`src/rtl/eq_queue_pkg.sv`:
```
// Shared types and constants for the equalizer sample-queue controllers.
package eq_queue_pkg;

    // Width of one audio sample as stored in the sample RAM.
    localparam int SMPL_W = 16;

    // Readout sequencer states.
    typedef enum logic {
        IDLE = 1'b0,
        READ = 1'b1
    } seq_state_e;

endpackage : eq_queue_pkg

```
`src/rtl/queue_seq_ctrl_if.sv`:
```
// Dual-port sample RAM bus: write port, read port and read data return.
interface queue_seq_ctrl_if
    import eq_queue_pkg::*;
#(
    parameter int AW = 10
);

    logic              ram_we;
    logic [AW-1:0]     ram_waddr;
    logic [SMPL_W-1:0] ram_wdata;
    logic              ram_re;
    logic [AW-1:0]     ram_raddr;
    logic [SMPL_W-1:0] ram_rdata;

    // Controller side: drives both RAM ports, receives read data.
    modport master (
        output ram_we, ram_waddr, ram_wdata, ram_re, ram_raddr,
        input  ram_rdata
    );

    // RAM side.
    modport slave (
        input  ram_we, ram_waddr, ram_wdata, ram_re, ram_raddr,
        output ram_rdata
    );

endinterface : queue_seq_ctrl_if

```
`src/rtl/smpl_strobe_decim.sv`:
```
// Sample strobe front end: rising-edge detect on the level strobe, keep one
// edge in DECIM, and present a one-cycle accept pulse with the captured sample
// in the cycle after the edge was seen.
module smpl_strobe_decim
    import eq_queue_pkg::*;
#(
    parameter int DECIM = 1
) (
    input  logic              clk,
    input  logic              rst_n,
    input  logic              i_wrt_smpl,
    input  logic [SMPL_W-1:0] i_new_smpl,
    output logic              o_accept,
    output logic [SMPL_W-1:0] o_smpl
);

    // A 1-bit counter is kept even for DECIM=1; it simply never leaves 0.
    localparam int            CW       = (DECIM > 1) ? $clog2(DECIM) : 1;
    localparam logic [CW-1:0] CNT_LAST = CW'(DECIM - 1);

    logic              r_wrt_q;
    logic [CW-1:0]     r_cnt;
    logic              r_accept;
    logic [SMPL_W-1:0] r_smpl;
    logic              w_edge;
    logic              w_keep;

    assign w_edge = i_wrt_smpl & ~r_wrt_q;
    // Counter at 0 keeps the edge, so the first edge after reset is always kept.
    assign w_keep = w_edge & (r_cnt == '0);

    // Edge history, decimation phase, accept pulse and sample capture.
    always_ff @(posedge clk or negedge rst_n) begin
        if (!rst_n) begin
            r_wrt_q  <= 1'b0;
            r_cnt    <= '0;
            r_accept <= 1'b0;
            r_smpl   <= '0;
        end else begin
            r_wrt_q  <= i_wrt_smpl;
            r_accept <= w_keep;
            if (w_keep) begin
                r_smpl <= i_new_smpl;
            end
            if (w_edge) begin
                r_cnt <= (r_cnt == CNT_LAST) ? '0 : r_cnt + 1'b1;
            end
        end
    end

    assign o_accept = r_accept;
    assign o_smpl   = r_smpl;

endmodule : smpl_strobe_decim

```
`src/rtl/queue_seq_ctrl.sv`:
```
// Circular sample-queue controller: writes each kept sample into the sample
// RAM and, once READ_LEN samples are held, reads the whole window oldest-first
// after every new sample. A request arriving mid-burst is remembered once
// (pending) and restarts the burst back-to-back; a further one is flagged as
// overrun.
module queue_seq_ctrl
    import eq_queue_pkg::*;
#(
    parameter int DEPTH    = 1024,
    parameter int READ_LEN = 1021,
    parameter int DECIM    = 1,
    parameter int AW       = $clog2(DEPTH)
) (
    input  logic              clk,
    input  logic              rst_n,
    input  logic              wrt_smpl,
    input  logic [SMPL_W-1:0] new_smpl,
    queue_seq_ctrl_if.master  ram,
    output logic [SMPL_W-1:0] smpl_out,
    output logic              smpl_vld,
    output logic              sequencing,
    output logic              full,
    output logic              overrun
);

    localparam int            FW        = $clog2(READ_LEN + 1);
    localparam logic [FW-1:0] FILL_MAX  = FW'(READ_LEN);
    localparam logic [FW-1:0] FILL_LAST = FW'(READ_LEN - 1);
    localparam logic [FW-1:0] RD_LAST   = FW'(READ_LEN - 1);
    localparam logic [AW-1:0] PTR_LAST  = AW'(DEPTH - 1);

    // Pointer advance modulo DEPTH; DEPTH need not be a power of two.
    function automatic logic [AW-1:0] ptr_inc(input logic [AW-1:0] p);
        return (p == PTR_LAST) ? '0 : p + 1'b1;
    endfunction

    seq_state_e        r_state;
    seq_state_e        w_state_nxt;
    logic [AW-1:0]     r_new_ptr;
    logic [AW-1:0]     r_old_ptr;
    logic [AW-1:0]     w_old_nxt;
    logic [FW-1:0]     r_fill;
    logic [AW-1:0]     r_rd_ptr;
    logic [FW-1:0]     r_rd_cnt;
    logic              r_pending;
    logic              r_overrun;
    logic              r_smpl_vld;
    logic              w_we;
    logic [SMPL_W-1:0] w_wdata;
    logic              w_full;
    logic              w_req;
    logic              w_load;
    logic              w_rd_last;
    logic              w_ram_re;

    smpl_strobe_decim #(
        .DECIM (DECIM)
    ) u_strobe (
        .clk        (clk),
        .rst_n      (rst_n),
        .i_wrt_smpl (wrt_smpl),
        .i_new_smpl (new_smpl),
        .o_accept   (w_we),
        .o_smpl     (w_wdata)
    );

    assign w_full = (r_fill == FILL_MAX);
    // Readout is requested by the write that completes the window and by every
    // write after that.
    assign w_req  = w_we & (w_full | (r_fill == FILL_LAST));
    // A burst started in a write cycle must begin at the post-write oldest
    // sample, so the reload uses the old pointer's next value.
    assign w_old_nxt = (w_we & w_full) ? ptr_inc(r_old_ptr) : r_old_ptr;

    // Sequencer state register.
    always_ff @(posedge clk or negedge rst_n) begin
        if (!rst_n) begin
            r_state <= IDLE;
        end else begin
            r_state <= w_state_nxt;
        end
    end

    // Sequencer next state, burst (re)load and read strobe.
    always_comb begin
        w_state_nxt = r_state;
        w_load      = 1'b0;
        w_rd_last   = 1'b0;
        w_ram_re    = 1'b0;
        case (r_state)
            IDLE: begin
                if (w_req | r_pending) begin
                    w_state_nxt = READ;
                    w_load      = 1'b1;
                end
            end
            READ: begin
                w_ram_re = 1'b1;
                if (r_rd_cnt == RD_LAST) begin
                    w_rd_last = 1'b1;
                    if (w_req | r_pending) begin
                        w_load = 1'b1;
                    end else begin
                        w_state_nxt = IDLE;
                    end
                end
            end
            default: w_state_nxt = IDLE;
        endcase
    end

    // Write pointer, oldest-sample pointer and fill level.
    always_ff @(posedge clk or negedge rst_n) begin
        if (!rst_n) begin
            r_new_ptr <= '0;
            r_old_ptr <= '0;
            r_fill    <= '0;
        end else if (w_we) begin
            r_new_ptr <= ptr_inc(r_new_ptr);
            if (w_full) begin
                r_old_ptr <= ptr_inc(r_old_ptr);
            end else begin
                r_fill <= r_fill + 1'b1;
            end
        end
    end

    // Burst read pointer and read counter.
    always_ff @(posedge clk or negedge rst_n) begin
        if (!rst_n) begin
            r_rd_ptr <= '0;
            r_rd_cnt <= '0;
        end else if (w_load) begin
            r_rd_ptr <= w_old_nxt;
            r_rd_cnt <= '0;
        end else if (r_state == READ) begin
            r_rd_ptr <= ptr_inc(r_rd_ptr);
            r_rd_cnt <= r_rd_cnt + 1'b1;
        end
    end

    // Pending restart and sticky overrun for requests arriving during a burst.
    always_ff @(posedge clk or negedge rst_n) begin
        if (!rst_n) begin
            r_pending <= 1'b0;
            r_overrun <= 1'b0;
        end else if (r_state == READ) begin
            if (w_rd_last) begin
                // The restart taken here consumes one request; two in hand
                // means one was lost.
                r_pending <= 1'b0;
                if (w_req & r_pending) begin
                    r_overrun <= 1'b1;
                end
            end else if (w_req) begin
                if (r_pending) begin
                    r_overrun <= 1'b1;
                end else begin
                    r_pending <= 1'b1;
                end
            end
        end
    end

    // Read data returns one cycle after the read strobe.
    always_ff @(posedge clk or negedge rst_n) begin
        if (!rst_n) begin
            r_smpl_vld <= 1'b0;
        end else begin
            r_smpl_vld <= w_ram_re;
        end
    end

    assign ram.ram_we    = w_we;
    assign ram.ram_waddr = r_new_ptr;
    assign ram.ram_wdata = w_wdata;
    assign ram.ram_re    = w_ram_re;
    assign ram.ram_raddr = r_rd_ptr;

    assign smpl_out   = ram.ram_rdata;
    assign smpl_vld   = r_smpl_vld;
    assign sequencing = (r_state == READ);
    assign full       = w_full;
    assign overrun    = r_overrun;

endmodule : queue_seq_ctrl

```
`src/flat_wrapper.sv`:
```
// flat-port wrapper written by rule: the top's interface ports become plain ports
module queue_seq_ctrl_flat import eq_queue_pkg::*;
#(
    parameter int DEPTH    = 1024,
    parameter int READ_LEN = 1021,
    parameter int DECIM    = 1,
    parameter int AW       = $clog2(DEPTH)
)
  (clk, rst_n, wrt_smpl, new_smpl, smpl_out, smpl_vld, sequencing, full, overrun, ram_ram_we, ram_ram_waddr, ram_ram_wdata, ram_ram_re, ram_ram_raddr, ram_ram_rdata);
  queue_seq_ctrl_if #(.AW(AW)) ram_i ();
  input  logic clk;
  input  logic rst_n;
  input  logic wrt_smpl;
  input  logic [SMPL_W-1:0] new_smpl;
  output logic [SMPL_W-1:0] smpl_out;
  output logic smpl_vld;
  output logic sequencing;
  output logic full;
  output logic overrun;
  output wire logic [$bits(ram_i.ram_we)-1:0] ram_ram_we;
  output wire logic [$bits(ram_i.ram_waddr)-1:0] ram_ram_waddr;
  output wire logic [$bits(ram_i.ram_wdata)-1:0] ram_ram_wdata;
  output wire logic [$bits(ram_i.ram_re)-1:0] ram_ram_re;
  output wire logic [$bits(ram_i.ram_raddr)-1:0] ram_ram_raddr;
  input wire logic [$bits(ram_i.ram_rdata)-1:0] ram_ram_rdata;
  assign ram_ram_we = ram_i.ram_we;
  assign ram_ram_waddr = ram_i.ram_waddr;
  assign ram_ram_wdata = ram_i.ram_wdata;
  assign ram_ram_re = ram_i.ram_re;
  assign ram_ram_raddr = ram_i.ram_raddr;
  assign ram_i.ram_rdata = ram_ram_rdata;
  queue_seq_ctrl #(.DEPTH(DEPTH), .READ_LEN(READ_LEN), .DECIM(DECIM), .AW(AW)) u_core (.clk(clk), .rst_n(rst_n), .wrt_smpl(wrt_smpl), .new_smpl(new_smpl), .ram(ram_i), .smpl_out(smpl_out), .smpl_vld(smpl_vld), .sequencing(sequencing), .full(full), .overrun(overrun));
endmodule
```
`config.mk`:
```
export PLATFORM = sky130hd
export DESIGN_NAME = queue_seq_ctrl_flat
export DESIGN_NICKNAME = d
export VERILOG_FILES = /design/src/rtl/eq_queue_pkg.sv /design/src/rtl/queue_seq_ctrl_if.sv /design/src/rtl/smpl_strobe_decim.sv /design/src/rtl/queue_seq_ctrl.sv /design/src/flat_wrapper.sv
export SDC_FILE = /design/constraint.sdc
export NUM_CORES = 1
export LEC_CHECK = 0
export ABC_AREA = 1
export BUFFER_PORTS_ARGS = -buffer_cell sky130_fd_sc_hd__buf_4
export CAP_MARGIN = 30
export CORE_UTILIZATION = 42
export DETAILED_ROUTE_END_ITERATION = 10
export PLACE_DENSITY = 0.65
export SLEW_MARGIN = 40
export SYNTH_ARGS = -nofsm -noshare
export SYNTH_HDL_FRONTEND = slang
export SYNTH_HIERARCHICAL = 1
export SYNTH_SLANG_ARGS = --single-unit
```
`constraint.sdc`:
```
create_clock -name clk -period 4.1 [get_ports clk]
set_input_delay 0.205 -clock clk [delete_from_list [all_inputs] [get_ports clk]]
set_output_delay 0.205 -clock clk [all_outputs]
set_load 0.02 [all_outputs]
```
==> impl_metrics.json <==
{
  "mostFrequentLayoutCells": "120 x nand2_1, 72 x dfrtp_1, 59 x buf_4, 50 x inv_1, 46 x nand3_1",
  "nNetsFinal": 560,
  "max_slew_margin_pct": 56.98,
  "hp-class": "in -> reg",
  "syn-num-nets": 515,
  "grt_pass1_wl_mm": 13.25,
  "setup_violations": 0,
  "slew_violations": 0,
  "grt_usage_pct": 17.03,
  "root_buffer": "clkbuf_8",
  "met2_wirelength_mm": 3.544,
  "max-cap-violations": 0,
  "hold_viol_final": 0,
  "tightest_slew_ns": 0.6453,
  "dieArea_um2": 9672,
  "die_w_um": 98.35,
  "ys_types": 38,
  "syn_area_um2": 3899,
  "antenna_left": 0,
  "whs_ns": 0.1039,
  "ir_drop_mv": 0.1827,
  "critPathKind": "reg -> reg",
  "yosys_register_bits": 72,
  "status": "finished, violations left",
  "grt_pass1_vias": 3000,
  "clk_pin_slew_ns": 0.07,
  "core_um2": 8848,
  "io_buffers": 60,
  "violations": "design-rule violations",
  "critPathArrivalTime_ns": 2.17,
  "fmax_mhz": 513.6,
  "overflow": 0,
  "io_pins": 93,
  "start_util_pct": 44.06,
  "num_rows": 34,
  "path_max_fanout": 25,
  "dp_hpwl_mm": 5.655,
  "drt_wl_total_mm": 7.737,
  "clockBufferDepth": 2,
  "min_path_cells": 3,
  "sw_frac_of_total_pct": 27.28,
  "numClockSinks": 72,
  "met3_length_um": 390,
  "startpoint_type": "register",
  "cts_buffers": 9,
  "cts_max_level": 3,
  "grt_max_degree": 73,
  "syn2layout_area_growth_pct": 15.85,
  "final_core_util_pct": 51.05,
  "firstDrtPassIters": 7,
  "highest_layer": "met4",
  "wl_per_cell_um": 12.28,
  "drc": 9,
  "synth_seq_area_share_pct": 46.21,
  "comb_power_share_pct": 16.4,
  "p_int_uw": 1289,
  "layout_commonest_cell": "nand2_1",
  "place.gp.congestion": 0.8283,
  "period_share_pct": 47.49,
  "cts_tree": "done",
  "layout-drive-gt1-share_pct": 19.35,
  "clk_latency_ns": 0.33,
  "viasPerCell": 4.970,
  "p_clk_share_pct": 35.8,
  "r2r.worst_path.cells": 10,
  "antenna_cells": 0,
  "syn_area_per_cell_um2": 8.260,
  "p_sw_uw": 483.4,
  "seq_power_share_pct": 47.7,
  "die_y_um": 98.35,
  "drt_iter0_drc": 124,
  "rsz0062_at_grt": "no",
  "yosysWarnings": 6,
  "powerDensity_nw_per_um2": 392.3,
  "vias": 3131,
  "antenna_found_initial": 0,
  "period_needed_ns": 1.947,
  "finClkSkew_ns": 0.006959,
  "leakage_uw": 0.002271,
  "cp_data_required_time_ns": 4.32,
  "synth_cells": 472,
  "met1_length_mm": 3.705,
  "tns_ns": 0,
  "endpoint_kind": "register"
}
==> cells by family after synthesis <==
family / count (synthesis) / share of synthesized area [%]
fa+ha+maj: 8 / 2.567
compound gates: 36 / 5.231
xor+xnor: 17 / 4.301
flops: 72 / 46.21
buf+inv: 80 / 10.65
simple gates: 259 / 31.03
==> layout make-up <==
type / instances / area [µm²]
multi-input combinational: 320 / 1682
clock buffer: 14 / 172.7
clock inverter: 2 / 60.06
tap: 108 / 135.1
fill: 845 / 4332
sequential: 72 / 1802
timing repair buffer: 61 / 464.2
inverter: 53 / 201.4
==> flip-flops by register name (all words and copies together) (netlist names) <==
name / cells
u_core/u_strobe/o_smpl: 16
u_core/r_fill: 10
u_core/r_old_ptr: 10
u_core/r_rd_cnt: 10
u_core/ram.ram_raddr: 10
u_core/ram.ram_waddr: 10
u_core/overrun: 1
u_core/r_pending: 1
u_core/sequencing: 1
u_core/smpl_vld: 1
u_core/u_strobe/o_accept: 1
u_core/u_strobe/r_wrt_q: 1
==> synthesized netlist by cell type (all sizes together) <==
master   instances  area share, %
nand2          129             13
dfrtp           72             46
inv             53            5.2
nand3           50            7.1
nor2            46            5.2
buf             27            5.5
o21ai           18            2.4
nand4           13            2.1
a21oi           12            1.6
nor3            10            1.3
xor2             9            2.0
ha               8            2.6
xnor2            8            2.3
nor4             3           0.48
o21bai           3           0.58
or2              3           0.48
and3             2           0.32
nand3b           2           0.38
a211oi           1           0.19
and2             1           0.16
o2111ai          1           0.22
o211ai           1           0.19
==> per-layer routing <==
metal  GRT usage [%]  up-vias
li1                -     1592
met1           21.48     1451
met2           28.11       78
met3           4.295       10
met4           6.659        0
met5               0        -
==> worst paths after layout <==
kind,start,end,slack [ns]
min in group asynchronous,rst_n,u_core/ram.ram_waddr[4],0.44
max in group asynchronous,rst_n,u_core/u_strobe/o_smpl[1],3.19
setup / recovery,u_core/r_fill[0],u_core/ram.ram_raddr[3],2.15
hold reg to reg,u_core/u_strobe/o_smpl[12],u_core/u_strobe/o_smpl[12],0.47
setup reg to reg,u_core/r_fill[0],u_core/ram.ram_raddr[3],2.15
hold / removal,new_smpl[0],u_core/u_strobe/o_smpl[0],0.10
==> through the flow <==
step                      power (µW)  worst slack, ns  cells  cell area [µm²]
after floorplan                 1048            2.455    472             3899
after CTS                       1799            2.157    630             4517
after global routing            1876            1.830    630             4517
after detailed placement        1151            2.163    613             4274
after global placement          1140            2.257    613             4270
final                           1772            2.153    630             4517
==> what timing repair did <==
action	in CTS	in global routing
gates resized for setup	0	0
endpoints found under the hold margin	72	0
setup buffers	0	0
hold buffers	1	0
==> worst max-delay path, stage by stage (launching register included) <==
cell	delay, ns
dfrtp_1	0.42
inv_1	0.11
ha_1	0.20
nor2_1	0.08
nor2_1	0.07
nand3_2	0.07
nand3_2	0.35
inv_2	0.30
o21ai_0	0.11
nand3_1	0.08
nand2_1	0.05
==> power groups by stage <==
stage          combinational [µW]  sequential, µW  clock [µW]
3_5_place_dp                  295             857           0
2_1_floorplan                 154             894           0
6_report                      291             846         635
5_1_grt                       329             857         689
3_3_place_gp                  285             855           0
4_1_cts                       295             845         659
Power figures use the tool's default switching activity.
